File: src/rtl/vision_pkg.sv
// Shared types and default geometry for the vision frame controller.
package vision_pkg;

    typedef enum logic [1:0] {
        PASS = 2'd0,
        BLUR = 2'd1,
        RED  = 2'd2,
        EDGE = 2'd3
    } mode_t;

    typedef enum logic [1:0] {
        IDLE    = 2'd0,
        ACTIVE  = 2'd1,
        DRAIN   = 2'd2,
        PUBLISH = 2'd3
    } fsm_t;

    localparam int DEF_IMG_W = 640;
    localparam int DEF_IMG_H = 480;
    localparam int CNT_W     = 20;

endpackage

File: src/rtl/vision_frame_ctrl_bbox_accum.sv
// Per-frame detection accumulator: saturating hit count plus min/max extents,
// with a publish stage that holds the last completed frame's result.
module bbox_accum
    import vision_pkg::*;
#(
    parameter int XW         = 11,
    parameter int YW         = 11,
    parameter int MIN_PIXELS = 16
) (
    input  logic             clk,
    input  logic             reset_n,
    input  logic             clear,
    input  logic             hit,
    input  logic [XW-1:0]    hit_x,
    input  logic [YW-1:0]    hit_y,
    input  logic             publish,
    output logic             bbox_valid,
    output logic [XW-1:0]    bbox_left,
    output logic [XW-1:0]    bbox_right,
    output logic [YW-1:0]    bbox_top,
    output logic [YW-1:0]    bbox_bottom,
    output logic [CNT_W-1:0] pix_count
);

    localparam logic [CNT_W-1:0] CNT_MAX = '1;
    localparam logic [CNT_W-1:0] CNT_MIN = CNT_W'(MIN_PIXELS);

    logic [CNT_W-1:0] cnt;
    logic [XW-1:0]    min_x;
    logic [XW-1:0]    max_x;
    logic [YW-1:0]    min_y;
    logic [YW-1:0]    max_y;

    // Running count and extents; clear wins over a same-cycle hit because that hit belongs to the old frame.
    always_ff @(posedge clk or negedge reset_n) begin
        if (!reset_n) begin
            cnt   <= '0;
            min_x <= '1;
            max_x <= '0;
            min_y <= '1;
            max_y <= '0;
        end else if (clear) begin
            cnt   <= '0;
            min_x <= '1;
            max_x <= '0;
            min_y <= '1;
            max_y <= '0;
        end else if (hit) begin
            if (cnt != CNT_MAX) begin
                cnt <= cnt + CNT_W'(1);
            end
            if (hit_x <= min_x) begin
                min_x <= hit_x;
            end
            if (hit_x >= max_x) begin
                max_x <= hit_x;
            end
            if (hit_y <= min_y) begin
                min_y <= hit_y;
            end
            if (hit_y >= max_y) begin
                max_y <= hit_y;
            end
        end
    end

    // Copy the accumulators to the visible box outputs once per completed frame.
    always_ff @(posedge clk or negedge reset_n) begin
        if (!reset_n) begin
            bbox_valid  <= 1'b0;
            bbox_left   <= '0;
            bbox_right  <= '0;
            bbox_top    <= '0;
            bbox_bottom <= '0;
            pix_count   <= '0;
        end else if (publish) begin
            bbox_valid  <= (cnt >= CNT_MIN);
            bbox_left   <= min_x;
            bbox_right  <= max_x;
            bbox_top    <= min_y;
            bbox_bottom <= max_y;
            pix_count   <= cnt;
        end
    end

endmodule

File: src/rtl/vision_frame_ctrl.sv
// Frame sequencer: tracks frames from sop/in_valid, generates pixel coordinates,
// aligns them with the delayed red_sector flag and publishes a per-frame bounding box.
// The display mode only changes at frame boundaries.
module vision_frame_ctrl
    import vision_pkg::*;
#(
    parameter int IMG_W      = DEF_IMG_W,
    parameter int IMG_H      = DEF_IMG_H,
    parameter int XW         = 11,
    parameter int YW         = 11,
    parameter int DET_LAT    = 4,
    parameter int MIN_PIXELS = 16
) (
    input  logic             clk,
    input  logic             reset_n,
    input  logic             sop,
    input  logic             packet_video,
    input  logic             in_valid,
    input  logic             red_sector,
    input  logic [1:0]       mode_req,
    input  logic             mode_req_vld,
    output logic [1:0]       mode,
    output logic [XW-1:0]    x,
    output logic [YW-1:0]    y,
    output logic             frame_done,
    output logic             frame_abort,
    output logic             bbox_valid,
    output logic [XW-1:0]    bbox_left,
    output logic [XW-1:0]    bbox_right,
    output logic [YW-1:0]    bbox_top,
    output logic [YW-1:0]    bbox_bottom,
    output logic [CNT_W-1:0] pix_count
);

    localparam logic [XW-1:0] X_LAST     = XW'(IMG_W - 1);
    localparam logic [YW-1:0] Y_LAST     = YW'(IMG_H - 1);
    localparam logic [3:0]    DRAIN_LAST = 4'(DET_LAT - 1);

    logic [1:0]    rst_sync;
    logic          rst_int_n;
    fsm_t          state;
    fsm_t          state_next;
    logic          beat;
    logic          start_frame;
    logic          abort_frame;
    logic          adv;
    logic          publish;
    logic [XW-1:0] x_cnt;
    logic [YW-1:0] y_cnt;
    logic [3:0]    drain_cnt;
    logic          beat_vld;
    logic [XW-1:0] beat_x;
    logic [YW-1:0] beat_y;
    logic          pipe_vld [DET_LAT];
    logic [XW-1:0] pipe_x   [DET_LAT];
    logic [YW-1:0] pipe_y   [DET_LAT];
    logic          hit;
    mode_t         shadow;
    mode_t         mode_q;

    // Reset synchroniser: assertion reaches every flop at once, release is aligned to clk.
    always_ff @(posedge clk or negedge reset_n) begin
        if (!reset_n) begin
            rst_sync <= 2'b00;
        end else begin
            rst_sync <= {rst_sync[0], 1'b1};
        end
    end

    assign rst_int_n = rst_sync[1];
    assign beat      = in_valid & packet_video;

    // State register.
    always_ff @(posedge clk or negedge rst_int_n) begin
        if (!rst_int_n) begin
            state <= IDLE;
        end else begin
            state <= state_next;
        end
    end

    // Next-state and per-cycle frame control strobes.
    always_comb begin
        state_next  = state;
        start_frame = 1'b0;
        abort_frame = 1'b0;
        adv         = 1'b0;
        publish     = 1'b0;
        case (state)
            IDLE: begin
                if (beat && sop) begin
                    start_frame = 1'b1;
                    state_next  = ACTIVE;
                end
            end
            ACTIVE: begin
                if (beat && sop) begin
                    abort_frame = 1'b1;
                end else if (beat) begin
                    adv = 1'b1;
                    if ((x_cnt == X_LAST) && (y_cnt == Y_LAST)) begin
                        state_next = DRAIN;
                    end
                end
            end
            DRAIN: begin
                if (drain_cnt == DRAIN_LAST) begin
                    state_next = PUBLISH;
                end
            end
            PUBLISH: begin
                publish    = 1'b1;
                state_next = IDLE;
            end
            default: begin
                state_next = IDLE;
            end
        endcase
    end

    // Count the cycles spent waiting for the last detections to arrive.
    always_ff @(posedge clk or negedge rst_int_n) begin
        if (!rst_int_n) begin
            drain_cnt <= '0;
        end else if (state != DRAIN) begin
            drain_cnt <= '0;
        end else begin
            drain_cnt <= drain_cnt + 4'd1;
        end
    end

    // x_cnt/y_cnt point at the next expected beat; x/y report the beat just accepted.
    always_ff @(posedge clk or negedge rst_int_n) begin
        if (!rst_int_n) begin
            x_cnt <= '0;
            y_cnt <= '0;
            x     <= '0;
            y     <= '0;
        end else if (start_frame || abort_frame) begin
            x     <= '0;
            y     <= '0;
            x_cnt <= XW'(1);
            y_cnt <= '0;
        end else if (adv) begin
            x <= x_cnt;
            y <= y_cnt;
            if (x_cnt == X_LAST) begin
                x_cnt <= '0;
                y_cnt <= y_cnt + YW'(1);
            end else begin
                x_cnt <= x_cnt + XW'(1);
            end
        end
    end

    assign beat_vld = start_frame | abort_frame | adv;
    assign beat_x   = (start_frame || abort_frame) ? '0 : x_cnt;
    assign beat_y   = (start_frame || abort_frame) ? '0 : y_cnt;

    // Coordinate delay line matching the detector latency; an abort drops the old frame's beats in flight.
    always_ff @(posedge clk or negedge rst_int_n) begin
        if (!rst_int_n) begin
            for (int i = 0; i < DET_LAT; i++) begin
                pipe_vld[i] <= 1'b0;
                pipe_x[i]   <= '0;
                pipe_y[i]   <= '0;
            end
        end else begin
            pipe_vld[0] <= beat_vld;
            pipe_x[0]   <= beat_x;
            pipe_y[0]   <= beat_y;
            for (int i = 1; i < DET_LAT; i++) begin
                pipe_vld[i] <= pipe_vld[i-1] & ~abort_frame;
                pipe_x[i]   <= pipe_x[i-1];
                pipe_y[i]   <= pipe_y[i-1];
            end
        end
    end

    assign hit = pipe_vld[DET_LAT-1] & red_sector;

    bbox_accum #(
        .XW         (XW),
        .YW         (YW),
        .MIN_PIXELS (MIN_PIXELS)
    ) u_accum (
        .clk         (clk),
        .reset_n     (rst_int_n),
        .clear       (start_frame | abort_frame),
        .hit         (hit),
        .hit_x       (pipe_x[DET_LAT-1]),
        .hit_y       (pipe_y[DET_LAT-1]),
        .publish     (publish),
        .bbox_valid  (bbox_valid),
        .bbox_left   (bbox_left),
        .bbox_right  (bbox_right),
        .bbox_top    (bbox_top),
        .bbox_bottom (bbox_bottom),
        .pix_count   (pix_count)
    );

    // Shadow mode register: any strobe overwrites it, last write wins.
    always_ff @(posedge clk or negedge rst_int_n) begin
        if (!rst_int_n) begin
            shadow <= PASS;
        end else if (mode_req_vld) begin
            shadow <= mode_t'(mode_req);
        end
    end

    // Active mode moves only at publish; a strobe in that same cycle is taken directly.
    always_ff @(posedge clk or negedge rst_int_n) begin
        if (!rst_int_n) begin
            mode_q <= PASS;
        end else if (publish) begin
            mode_q <= mode_req_vld ? mode_t'(mode_req) : shadow;
        end
    end

    assign mode = mode_q;

    // One-cycle status pulses.
    always_ff @(posedge clk or negedge rst_int_n) begin
        if (!rst_int_n) begin
            frame_done  <= 1'b0;
            frame_abort <= 1'b0;
        end else begin
            frame_done  <= publish;
            frame_abort <= abort_frame;
        end
    end

endmodule
File: config.mk
export PLATFORM = sky130hd
export DESIGN_NAME = vision_frame_ctrl
export DESIGN_NICKNAME = d
export VERILOG_FILES = /design/src/rtl/vision_pkg.sv /design/src/rtl/vision_frame_ctrl_bbox_accum.sv /design/src/rtl/vision_frame_ctrl.sv
export SDC_FILE = /design/constraint.sdc
export NUM_CORES = 1
export LEC_CHECK = 0
export CAP_MARGIN = 20
export CORE_MARGIN = 8
export CORE_UTILIZATION = 55
export DETAILED_ROUTE_END_ITERATION = 12
export GPL_TIMING_DRIVEN = 0
export PLACE_DENSITY = 0.77
export RECOVER_POWER = 25
export SLEW_MARGIN = 30
export SYNTH_ARGS = -nofsm -noshare
export SYNTH_HDL_FRONTEND = slang
export SYNTH_SLANG_ARGS = --single-unit
File: constraint.sdc
create_clock -name clk -period 16.8 [get_ports clk]
set_input_delay 3.36 -clock clk [delete_from_list [all_inputs] [get_ports clk]]
set_output_delay 3.36 -clock clk [all_outputs]
set_load 0.02 [all_outputs]
# [Word level (Yosys, flattened, before mapping)]
# Cells that the tools add are included.
[word_totals] in_bits=9 word_cells=125 regBits=279
[op_classes] muxes=42 reduce_logical=19 n_eq_ne=13 addsub=4 n_bitwise=8 n_lt_le_gt_ge=5
[ops] cell="$mux 11" count=24
[ops] cell="$mux 20" count=3
[ops] cell="$add 11x1->11 const B" count=2
[ops] cell="$ge 11x11->1" count=2
[ops] cell="$le 11x11->1" count=2
[ops] cell="$add 20x1->20 const B" count=1
[ops] cell="$ge 20x5->1 const B" count=1
[ops] cell="$ne 20x20->1 const B" count=1
[ops] cell="$reduce_bool 2->1" count=8
[ops] cell="$mux 2" count=6
[ops] cell="$ne 2x2->1 const B" count=6
[ops] cell="$reduce_and 2->1" count=6
[ops] cell="$eq 11x10->1 const B" count=1
[ops] cell="$eq 11x9->1 const B" count=1
[ops] cell="$pmux 2 s4" count=1
[ops] cell="$mux 1" count=7
[ops] cell="$and 1x1->1" count=5
[ops] cell="$reduce_and 5->1" count=1
[ops] cell="$add 4x1->4 const B" count=1
[ops] cell="$eq 2x2->1 const B" count=2
[ops] cell="$eq 4x2->1 const B" count=1
[ops] cell="$mux 4" count=1
[ops] cell="$eq 2x1->1 const B" count=1
[ops] cell="$logic_and 1x1->1" count=2
[ops] cell="4 further kinds" count=5

# [Logic depth before layout (Yosys ltp)]
# Gate-level depths: netlist of the first run.
[logic_depth] depth_word=7 ltp_mapped=9 ltp_nobuf=8

# [By module]
# From an unflattened synthesis of the first run, not the netlist that was laid out.
[unflattened] cells_unflattened=894 area_unflattened_um2=11484.8
[modules_own_cells] mod="bbox_accum" seq_area_each_um2=3255.6 n_inst=1 cells_each=548 area_per_inst_um2=6441.2
[modules_own_cells] mod="vision_frame_ctrl" seq_area_each_um2=3753.6 n_inst=1 cells_each=346 area_per_inst_um2=5043.6

# [Worst setup path after synthesis of the first run]
# OpenSTA, ideal clock, no wires.
[synth_timing] kind="input to register" start="in sop" end="reg state[1]" setup_time_ns=0.125 setup_slack_ns=11.853 path_stages=6 path_buffers=1 t_arrival_ns=4.822 required_ns=16.675 path_cell_list="buf_4 -> or4_1 -> or4_1 -> o21ai_1 -> nand2_1 -> mux2_2"
[synth_between] elab_chain_len=3 word_cells_on_any_way=4 classes_between="eq/ne: 2; reduce/logical: 2"
[synth_lines] item="start, declared" line_no="vision_frame_ctrl.sv:16" text="input logic sop,"
[synth_lines] item="$logic_and 1x1->1 *" line_no="vision_frame_ctrl.sv:91, vision_frame_ctrl.sv:97"
[synth_lines] item="$ne 2x2->1 (no source line)"
[synth_lines] item="$reduce_and 5->1 (no source line) *"
[synth_lines] item="end signal, assigned" line_no="vision_frame_ctrl.sv:78" text="state <= state_next;"
[synth_lines] item="end, declared" line_no="vision_frame_ctrl.sv:41" text="fsm_t state;"
# Mark *: on every way between the ends. The rest lies on a longest branch, timed or not.
# A chain may end at the register's enable or synchronous reset.

# [Worst setup path in the final report of the first run]
[layout_timing] start="in red_sector" end="reg u_accum.cnt[11]"
[layout_between] elab_chain_len=3
[layout_lines] item="start, declared" line_no="vision_frame_ctrl.sv:19" text="input logic red_sector,"
[layout_lines] item="$and 1x1->1" line_no="vision_frame_ctrl.sv:180" text="assign hit = pipe_vld[DET_LAT-1] & red_sector;"
[layout_lines] item="$reduce_bool 2->1 (no source line)"
[layout_lines] item="$reduce_and 2->1 (no source line)"
[layout_lines] item="end signal, assigned" line_no="vision_frame_ctrl_bbox_accum.sv:50" text="cnt <= cnt + CNT_W'(1);"
[layout_lines] item="end, declared" line_no="vision_frame_ctrl_bbox_accum.sv:28" text="logic [CNT_W-1:0] cnt;"
# No other way between the ends.

==> summary.txt, run 1 <==
Synth
  – Yosys top cell by area: dfrtp_1
  – Post-synthesis xor/xnor area fraction: 0.01526
  – Net Count, Synth: 976
  – Post-synth EDFFs: 0
  – Synth top area share: 0.5602
  – Mapped Area: 11,480 µm²
  – Synth top area cells: dfrtp_1, mux2_2, ha_1
  – Post-Synth Simple-Gate Area: 0.1048
  – Post-synthesis adder-cell area fraction: 0.05776
  – Cell variety after synth: 61
  – Sequential area share after synthesis: 0.6105
  – Ys async rst share: 1.000
  – Post-Syn Instances: 914
  – Multiplexer share of the synthesized area: 0.09067
  – Yosys reg bits: 279
  – Synth Area in Compound Gates: 0.08827
  – Synth Flop Type: dfrtp_1
  – Largest family of logic cells by synthesized area: simple AND/OR/NAND/NOR gates
  – Syn_area_per_cell: 12.56 µm²
  – Warnings from Yosys: 0

Floorplanning
  – Initial Util: 0.5531
  – Die Wd: 160.5 µm
  – Die extent in y: 160.5 µm
  – Die area: 25,750 µm²
  – Std cell rows: 53
  – I/O pins: 100
  – Core ar.: 20,760 µm²

Global route
  – Total track usage: 0.1883
  – Total grt overflow: 0
  – Vias in the first global route: 7,681
  – Antenna violations before repair: 0
  – First-pass GRT wire length: 39,750 µm
  – Pin count of the biggest net entering global routing: 53

Pwr
  – VDD IR max: 0.00009405 V
  – Power density cells: 111.7 nW/µm²
  – Sw Pwr: 340.2 µW
  – Switching Fraction: 0.2183
  – Int Power: 1218 µW
  – Comb power frac: 0.063
  – Sequential share of power: 0.474
  – Clk pwr share: 0.463
  – Lkg Pwr: 0.006544 µW

Routing
  – DR iter-0 viols: 442
  – Via count: 7,512
  – Wirelength per Cell: 18.07 µm
  – Antenna Violating Nets Remaining: 0
  – DR pass1 iterations: 5
  – DRC Markers: 0
  – Total wire length: 24,230 µm
  – DR vias/cell: 5.602

Clock network
  – CTS buffer count: 27
  – Clk pin slew, worst setup/hold paths: 0.06 ns
  – Post-cts resize count: 0
  – CTS tree: done
  – Clock Tree Root: clkbuf_16
  – Hold_buf cts: 0
  – Clock Sinks: 279
  – CTS max path bufs: 3
  – Post-CTS Setup Bufs: 0
  – Clock Latency Late Sink: 0.52 ns
  – CTS H-tree lvls: 1

Final layout
  – Leading cell type in the layout, fill and taps excluded: dfrtp_1
  – Layout cell share with drive strength beyond 1: 0.1585
  – Most frequent cells in the layout: dfrtp_1, clkdlybuf4s50_1, nand2_1
  – Layout area overhead: 21.52%
  – Total Nets Final: 1,108
  – Post-route cell area: 13,950 µm²
  – Ant. Diodes: 0

STA
  – Setup repair after global routing missed its margin: no
  – Slew HR: -0.7816
  – Final TNS setup: 0 ns
  – Fin. Hold Viols: 0
  – Final setup fails: 0
  – Peak Freq: 191.6 MHz
  – Fin Clk Skew: 0.009120 ns
  – Least-Margin Pin Slew: 2.672 ns
  – Tcrit/Tclk final: 0.3106
  – Min Tclk post-route: 5.218 ns
  – Slew Viols, Final: 188

Min path
  – Hold WC Path Type: reg2reg

Run status
  – Status: finished with violations
  – Failing checks: max-capacitance violations, max-slew violations

Worst setup path
  – CP required: 17.21 ns
  – Critical Path Sink Type: flip-flop
  – Setup CP Type: in2reg
  – Critical path arrival: 5.63 ns
  – Max FO, Critical Path: 6
  – CP startpoint kind: input pin

Placed design
  – DP Area: 12,940 µm²
  – Routability cong.: 0.8531
  – Half-perimeter wire length after detailed placement: 16,220 µm
  – Port Buffers: 98

Flow run
  – Maxcap violations: 4
[power by group through the flow]
stage	Combinational, µW	Sequential (µW)	Clock [µW]
finish	98.1	739	722
global route	110	743	763
CTS	101	739	734
detailed placement	99.9	750	0
global placement	80.4	759	0
floorplan	61.0	749	0
[worst paths after layout]
check,startpoint,endpoint,slack (ns),cells after the start
worst max-delay path,red_sector,u_accum.cnt[11],11.58,7
worst min-delay path,pipe_y[16],pipe_y[5],0.34,0
worst max register to register,rst_sync[1],u_accum.cnt[11],12.89,1
worst min register to register,pipe_y[16],pipe_y[5],0.34,0
max in group asynchronous,rst_sync[1],u_accum.cnt[11],12.89,1
min in group asynchronous,rst_sync[1],x[4],0.68,0
[synth_stat cells, drive strengths merged, types with 2 or more instances]
cell type / count
a2111oi: 2
a211o: 4
a211oi: 4
a21o: 4
a21oi: 36
a22o: 22
a22oi: 2
a31o: 2
a31oi: 4
a32o: 2
a41o: 2
and2: 30
and3: 3
and4: 5
buf: 13
clkbuf: 24
dfrtp: 257
dfstp: 22
ha: 53
inv: 52
mux2: 72
mux2i: 23
nand2: 81
nand2b: 3
nand3: 21
nand3b: 2
nand4: 14
nor2: 39
nor3: 14
nor4: 5
o21a: 3
o21ai: 17
o22a: 22
o22ai: 2
o31ai: 9
or2: 2
or3: 4
or4: 8
or4b: 3
xnor2: 14
xor2: 6
[sequential cells by signal, summed over array words and instances, names as in the netlist, 2 cells and up]
name / count
u_accum.bbox_right: 11
u_accum.min_x: 11
pipe_x: 44
u_accum.min_y: 11
u_accum.bbox_left: 11
shadow: 2
state: 2
rst_sync: 2
u_accum.bbox_top: 11
u_accum.max_y: 11
y: 11
u_accum.cnt: 20
pipe_vld: 4
u_accum.bbox_bottom: 11
y_cnt: 11
drain_cnt: 4
pipe_y: 44
u_accum.max_x: 11
u_accum.pix_count: 20
mode: 2
x_cnt: 11
x: 11
[logic make-up after synthesis]
logic type / after synthesis
compound gates: 140
xor+xnor: 20
fa+ha+maj: 53
buf+inv: 89
flops: 279
mux: 95
other cells: 1
simple gates: 237
[per-layer routing]
layer  vias up  part of all wire  track usage
met4         0             0.024      0.06669
met3        46             0.055      0.03609
met1      3760              0.44       0.2461
li1       3484                 -            -
met2       222              0.48       0.3097
met5         -                 0            0
[worst max-delay path, cell delays in order]
cell and delay, ns:
clkdlybuf4s50_1 0.54, and2_1 0.16, clkbuf_1 0.37, nand2_1 0.20, a211oi_1 0.60, a31oi_1 0.16
a41o_1 0.22
[final cells by class]
| type | instances | area, µm² |
|---|---|---|
| well taps | 275 | 344.1 |
| inverters | 52 | 195.2 |
| clock buffers | 32 | 734.5 |
| clock inverters | 17 | 347.8 |
| plain buffers | 37 | 176.4 |
| fillers | 1467 | 6804 |
| multi-input cells | 546 | 4105 |
| repair buffers | 103 | 1040 |
| flip-flops and latches | 279 | 7009 |
[through the flow]
| step | total power [µW] | instances | utilization | hold WS [ns] | setup WS, ns |
|---|---|---|---|---|---|
| after floorplan | 810.4 | 914 | - | 0.3312 | 8.487 |
| after global placement | 839.4 | 1287 | 0.6170 | 0.3322 | 5.742 |
| after detailed placement | 849.6 | 1292 | 0.6237 | 0.3347 | 11.08 |
| after CTS | 1574 | 1341 | 0.6758 | 0.3487 | 11.59 |
| after global routing | 1616 | 1341 | 0.6722 | 0.3484 | 11.45 |
| final | 1558 | 1341 | 0.6722 | 0.3434 | 11.58 |
Note: power is estimated with default switching activity, not from simulation.
==> run 2: changes to the inputs <==
Settings changed: CORE_UTILIZATION 55 to 52, PLACE_DENSITY 0.77 to 0.76.
Clock period 16.8 ns to 4.8 ns, I/O delays scaled along.
==> run 2 against run 1 <==
  * The flow still finishes with violations (max-capacitance violations, max-slew violations)
  * Largest power group unchanged
  * Global-route usage is 0.54 points lower
  * Worst setup slack worse by 9.7 ns
  * Combinational power grew to 3.5 times the previous value
  * Critical endpoint is now u_accum.pix_count[8]
  * Sequential share of layout area is 0.15 points higher
  * Via count is 1.2% lower
  * Register-to-register slack worse by 11 ns
  * Clock power grew to 3.1 times the previous value
==> summary.txt, run 2 (synthesis gave the netlist of run 1 again) <==
Final layout
  – Layout area overhead: 21.16% (was 21.52%)
  – Final cell count without fillers: 1,349 (was 1,341)
  – Total Nets Final: 1,109 (was 1,108)
  – Layout cell share with drive strength beyond 1: 0.1600 (was 0.1585)
  – Ant. Diodes: 0 (unchanged)
  – Most frequent cells in the layout: dfrtp_1, clkdlybuf4s50_1, nand2_1 (unchanged)
  – Leading cell type in the layout, fill and taps excluded: dfrtp_1 (unchanged)
  – Top flop regs: pipe_x (44), pipe_y (44) (unchanged)

Routing
  – DR pass1 iterations: 5 (unchanged)
  – Wirelength per Cell: 17.89 µm (was 18.07 µm)
  – Total wire length: 24,130 µm (was 24,230 µm)
  – DRC Markers: 0 (unchanged)
  – Antenna Violating Nets Remaining: 0 (unchanged)
  – DR vias/cell: 5.501 (was 5.602)
  – Via count: 7,421 (was 7,512)
  – DR iter-0 viols: 433 (was 442)

Run status
  – Status: finished with violations (unchanged)
  – Failing checks: max-capacitance violations, max-slew violations (unchanged)

Global route
  – First-pass GRT wire length: 40,310 µm (was 39,750 µm)
  – Vias in the first global route: 7,759 (was 7,681)
  – Total track usage: 0.1829 (was 0.1883)
  – Pin count of the biggest net entering global routing: 52 (was 53)
  – Total grt overflow: 0 (unchanged)
  – Antenna violations before repair: 0 (unchanged)

Clock network
  – Clock Sinks: 279 (unchanged)
  – CTS H-tree lvls: 1 (unchanged)
  – Clock Latency Late Sink: 0.53 ns (was 0.52 ns)
  – CTS tree: done (unchanged)
  – CTS max path bufs: 3 (unchanged)
  – Clock Tree Root: clkbuf_16 (unchanged)
  – Post-cts resize count: 0 (unchanged)
  – Post-CTS Setup Bufs: 0 (unchanged)
  – CTS buffer count: 28 (was 27)
  – Clk pin slew, worst setup/hold paths: 0.06 ns (about the same)
  – Hold_buf cts: 0 (unchanged)

STA
  – Fin. Hold Viols: 0 (unchanged)
  – Final setup fails: 0 (unchanged)
  – Least-Margin Pin Slew: 1.828 ns (was 2.672 ns)
  – Fin Clk Skew: 0.006672 ns (was 0.009120 ns)
  – Setup repair after global routing missed its margin: no (unchanged)
  – Peak Freq: 338.3 MHz
  – Final TNS setup: 0 ns (unchanged)
  – Slew HR: -0.2188 (was -0.7816)
  – Tcrit/Tclk final: 0.6158
  – Min Tclk post-route: 2.956 ns
  – Slew Viols, Final: 43 (was 188)

Floorplanning
  – Initial Util: 0.5277 (was 0.5531)
  – Core ar.: 21,760 µm² (was 20,760 µm²)
  – I/O pins: 100 (unchanged)
  – Die area: 27,090 µm² (was 25,750 µm²)
  – Die extent in y: 164.6 µm (was 160.5 µm)
  – Die Wd: 164.6 µm (was 160.5 µm)
  – Std cell rows: 54 (was 53)

Pwr
  – VDD IR max: 0.0002468 V (was 0.00009405 V)
  – Lkg Pwr: 0.006530 µW (was 0.006544 µW)
  – Total power: 5199 µW (was 1558 µW)
  – Power density cells: 373.8 nW/µm² (was 111.7 nW/µm²)

Worst setup path
  – Critical path arrival: 3.42 ns (was 5.63 ns)
  – CP startpoint kind: flip-flop (was input pin)
  – Setup CP Type: reg2async (was in2reg)
  – CP required: 5.26 ns (was 17.21 ns)
  – Critical Path Sink Type: asynchronous set/reset pin (was flip-flop)
  – Max FO, Critical Path: 49 (was 6)

Min path
  – Hold WC Path Type: reg2reg (unchanged)

Placed design
  – Half-perimeter wire length after detailed placement: 16,530 µm (was 16,220 µm)
  – DP Cell Count: 1,297 (was 1,292)
  – Port Buffers: 98 (unchanged)
  – Routability cong.: 0.8836 (was 0.8531)

Flow run
  – Maxcap violations: 1 (was 4)
[run 2: cell count changes in the layout (fill, tap and decap cells not counted), sizes merged]
cell           before  now
bufinv             10    3
clkbuf             59   66
buf                15   17
clkdlybuf4s50      98   96
clkinv              4    6
dlygate4sd3         0    2
inv                53   52
[run 2: per-layer routing]
| layer | vias up | global-route usage | wire length [µm] | share of wire |
|---|---|---|---|---|
| li1 | 3480 | - | - | - |
| met1 | 3734 | 0.2441 | 10640 | 0.44 |
| met2 | 174 | 0.3048 | 11810 | 0.49 |
| met3 | 33 | 0.03265 | 1250 | 0.052 |
| met4 | 0 | 0.04750 | 440 | 0.018 |
| met5 | - | 0 | 0 | 0 |
[run 2: cell type report]
class / instances / area, µm²
multi-input combinational: 546 / 4105
inverter: 52 / 195.2
timing repair buffer: 103 / 1089
clock inverter: 11 / 135.1
tap: 280 / 350.3
fill: 1646 / 7845
clock buffer: 41 / 850.8
sequential: 279 / 7009
buffer: 37 / 176.4
[run 2: stage by stage]
step / utilization / setup WS [ns] / instance area (µm²) / hold WS, ns
3_3_place_gp: 0.5890 / -1.252 / 12810 / 0.3325
3_5_place_dp: 0.5953 / 1.495 / 12950 / 0.3347
5_1_grt: 0.6394 / 1.247 / 13910 / 0.3510
4_1_cts: 0.6406 / 1.911 / 13940 / 0.3476
2_1_floorplan: - / 0.2490 / 11480 / 0.3311
6_report: 0.6394 / 1.844 / 13910 / 0.3450
[run 2: worst paths after layout]
kind                             start                    to  slack (ns)  depth (start not counted)
setup / recovery           rst_sync[1]  u_accum.pix_count[8]        1.84                          2
hold / removal              pipe_y[32]            pipe_y[21]        0.35                          0
setup reg to reg           rst_sync[1]  u_accum.pix_count[8]        1.84                          2
hold reg to reg             pipe_y[32]            pipe_y[21]        0.35                          0
max in group clk              state[0]      u_accum.max_y[9]        1.93                          7
min in group asynchronous      reset_n           rst_sync[1]        0.66                          1
[run 2: worst max-delay path: stages, from the launching register on]
cell      delay, ns
dfrtp_1        1.57
buf_16         0.34
clkbuf_2       0.94
[run 2: power breakdown]
group | switching [µW] | internal [µW] | leakage, µW | total [µW]
Clock | 887 | 1390 | 0.000486 | 2270
Sequential | 99.7 | 2480 | 0.00377 | 2580
Combinational | 191 | 150 | 0.00227 | 342
==> run 3: changes to the inputs <==
Clock period 4.8 ns to 2.6 ns, I/O delays scaled along.
==> run 3 against run 2 <==
  * The run now ends clean
  * Highest routed layer unchanged
  * Maximum frequency up 20%
  * Sequential power increased by 84%
  * Largest cell class unchanged
  * Final cell count up 0.37%
  * Hold slack got worse by 0.13 ns
  * Critical path type is now reg2reg
  * Clock power up 68%
  * Clock skew increased by 0.0098 ns
  * Critical endpoint is now u_accum.min_y[9]
  * Sequential cell count unchanged
  * Routed wire length is 0.44% lower
==> summary.txt, run 3 (synthesis gave the netlist of run 1 again) <==
Placed design
  – Port Buffers: 98 (unchanged)
  – DP Cell Count: 1,298 (was 1,297)
  – DP Area: 12,960 µm² (was 12,950 µm²)
  – Dpl ws: -0.2859 ns (was 1.495 ns)
  – Half-perimeter wire length after detailed placement: 16,470 µm (was 16,530 µm)
  – Routability cong.: 0.8659 (was 0.8836)

Routing
  – DRC Markers: 0 (unchanged)
  – Wirelength per Cell: 17.75 µm (was 17.89 µm)
  – DR vias/cell: 5.494 (was 5.501)
  – DR pass1 iterations: 5 (unchanged)
  – DR iter-0 viols: 479 (was 433)
  – Via count: 7,439 (was 7,421)
  – Total wire length: 24,030 µm (was 24,130 µm)
  – Antenna Violating Nets Remaining: 0 (unchanged)

Worst setup path
  – Crit path from: u_accum.min_y[10] (was rst_sync[1])
  – Peak per-stage delay on the critical path: 0.54 ns (was 1.57 ns)
  – CP required: 3.06 ns (was 5.26 ns)
  – Slowest cell on the critical path: dfstp_2 (was dfrtp_1)
  – Critical Path Sink Type: flip-flop (was asynchronous set/reset pin)
  – Critical path arrival: 2.92 ns (was 3.42 ns)
  – Crit path cell chain: inv_1 -> ha_1 -> a21oi_1 -> o21a_1 -> or4b_4 -> a211o_1 -> buf_6 -> o22a_1 (was buf_16 -> clkbuf_2)
  – Worst R2R Start: u_accum.min_y[10] (was rst_sync[1])
  – Max FO, Critical Path: 10 (was 49)
  – CP startpoint kind: flip-flop (unchanged)
  – Setup CP Type: reg2reg (was reg2async)

Floorplanning
  – Std cell rows: 54 (unchanged)
  – Core ar.: 21,760 µm² (unchanged)
  – Initial Util: 0.5277 (unchanged)
  – Die Wd: 164.6 µm (unchanged)
  – Die extent in y: 164.6 µm (unchanged)
  – Die area: 27,090 µm² (unchanged)
  – I/O pins: 100 (unchanged)

STA
  – Fin Clk Skew: 0.01645 ns (was 0.006672 ns)
  – Final worst slack: 0.1416 ns (was 1.844 ns)
  – Final setup fails: 0 (unchanged)
  – Fin. Hold Viols: 0 (unchanged)
  – Final TNS setup: 0 ns (unchanged)
  – Setup repair after global routing missed its margin: no (unchanged)
  – Slew Viols, Final: 0 (was 43)
  – Least-Margin Pin Slew: 1.221 ns (was 1.828 ns)
  – Tcrit/Tclk final: 0.9455 (was 0.6158)
  – Peak Freq: 406.8 MHz (was 338.3 MHz)
  – Slew HR: 0.1863 (was -0.2188)
  – Min Tclk post-route: 2.458 ns (was 2.956 ns)

Final layout
  – Most frequent cells in the layout: dfrtp_1, clkdlybuf4s50_1, nand2_1 (unchanged)
  – Ant. Diodes: 0 (unchanged)
  – Top flop regs: pipe_x (44), pipe_y (44) (unchanged)
  – Layout cell share with drive strength beyond 1: 0.1723 (was 0.1600)
  – Total Nets Final: 1,114 (was 1,109)
  – Post-route cell area: 13,910 µm² (about the same)
  – Final cell count without fillers: 1,354 (was 1,349)
  – Leading cell type in the layout, fill and taps excluded: dfrtp_1 (unchanged)
  – Layout area overhead: 21.20% (was 21.16%)

Global route
  – Antenna violations before repair: 0 (unchanged)
  – Total track usage: 0.1817 (was 0.1829)
  – Pin count of the biggest net entering global routing: 51 (was 52)
  – Total grt overflow: 0 (unchanged)
  – Vias in the first global route: 7,740 (was 7,759)
  – First-pass GRT wire length: 39,850 µm (was 40,310 µm)

Pwr
  – VDD IR max: 0.0005042 V (was 0.0002468 V)
  – Power density cells: 662.3 nW/µm² (was 373.8 nW/µm²)
  – Lkg Pwr: 0.006548 µW (was 0.006530 µW)
  – Total power: 9216 µW (was 5199 µW)

Clock network
  – Clock Tree Root: clkbuf_16 (unchanged)
  – CTS buffer count: 28 (unchanged)
  – CTS tree: done (unchanged)
  – Clock Latency Late Sink: 0.54 ns (was 0.53 ns)
  – CTS max path bufs: 3 (unchanged)
  – Clk pin slew, worst setup/hold paths: 0.06 ns (about the same)
  – Clock Sinks: 279 (unchanged)
  – Hold_buf cts: 0 (unchanged)
  – CTS H-tree lvls: 1 (unchanged)

Run status
  – Status: complete, no violations (was finished with violations)

Flow run
  – Maxcap violations: 0 (was 1)

Min path
  – Hold WC Path Type: in2async (was reg2reg)
## run 3: path summary, 6_finish.rpt
| kind | cells past startpoint | endpoint | slack, ns |
|---|---|---|---|
| worst max-delay path | 8 | u_accum.min_y[9] | 0.14 |
| worst min-delay path | 1 | rst_sync[1] | 0.21 |
| worst max register to register | 8 | u_accum.min_y[9] | 0.14 |
| worst min register to register | 0 | pipe_x[22] | 0.34 |
| max in group asynchronous | 3 | u_accum.min_y[3] | 0.64 |
| min in group clk | 0 | pipe_x[22] | 0.34 |
## run 3: critical path: cells and delay by family, from the launching register on
family,cells,cell delay (ns)
buf+inv,2,0.20
fa+ha+maj,1,0.31
flops,1,0.54
simple gates,1,0.47
compound gates,4,0.86
## run 3: metal layers
| metal | vias to the layer above | global-route usage | routed length, µm |
|---|---|---|---|
| met4 | 0 | 0.05201 | 448 |
| met1 | 3726 | 0.2421 | 10690 |
| met3 | 37 | 0.03589 | 1260 |
| met2 | 175 | 0.2986 | 11630 |
| li1 | 3501 | - | - |
| met5 | - | 0 | 0 |
## run 3: what timing repair did
action / CTS / global route
endpoints found under the hold margin: 0 / 0
setup buffers: 0 / 4
resized for setup: 7 / 19
pin swaps: 1 / 2
gates cloned: 0 / 0
endpoints found under the setup margin: 78 / 58
## run 3: final cells by class
cell class,instances,area [µm²]
Fill cell,1660,7841
Buffer,37,197.7
Clock inverter,9,58.81
Tap cell,280,350.3
Multi-Input combinational cell,546,4143
Sequential cell,279,7009
Inverter,52,195.2
Clock buffer,43,827.0
Timing Repair Buffer,108,1134
## run 3: through the flow
| step | hold slack (ns) | util |
|---|---|---|
| after floorplan | 0.2244 | - |
| after global routing | 0.2066 | 0.6396 |
| final | 0.2108 | 0.6396 |
| after CTS | 0.1265 | 0.6372 |
| after global placement | 0.3318 | 0.5891 |
| after detailed placement | 0.2680 | 0.5955 |
## run 3: report_power, final
| part | switching [µW] | leakage (µW) | internal (µW) |
|---|---|---|---|
| registers | 177 | 0.00377 | 4590 |
| clock network | 1620 | 0.000439 | 2190 |
| logic | 360 | 0.00233 | 284 |
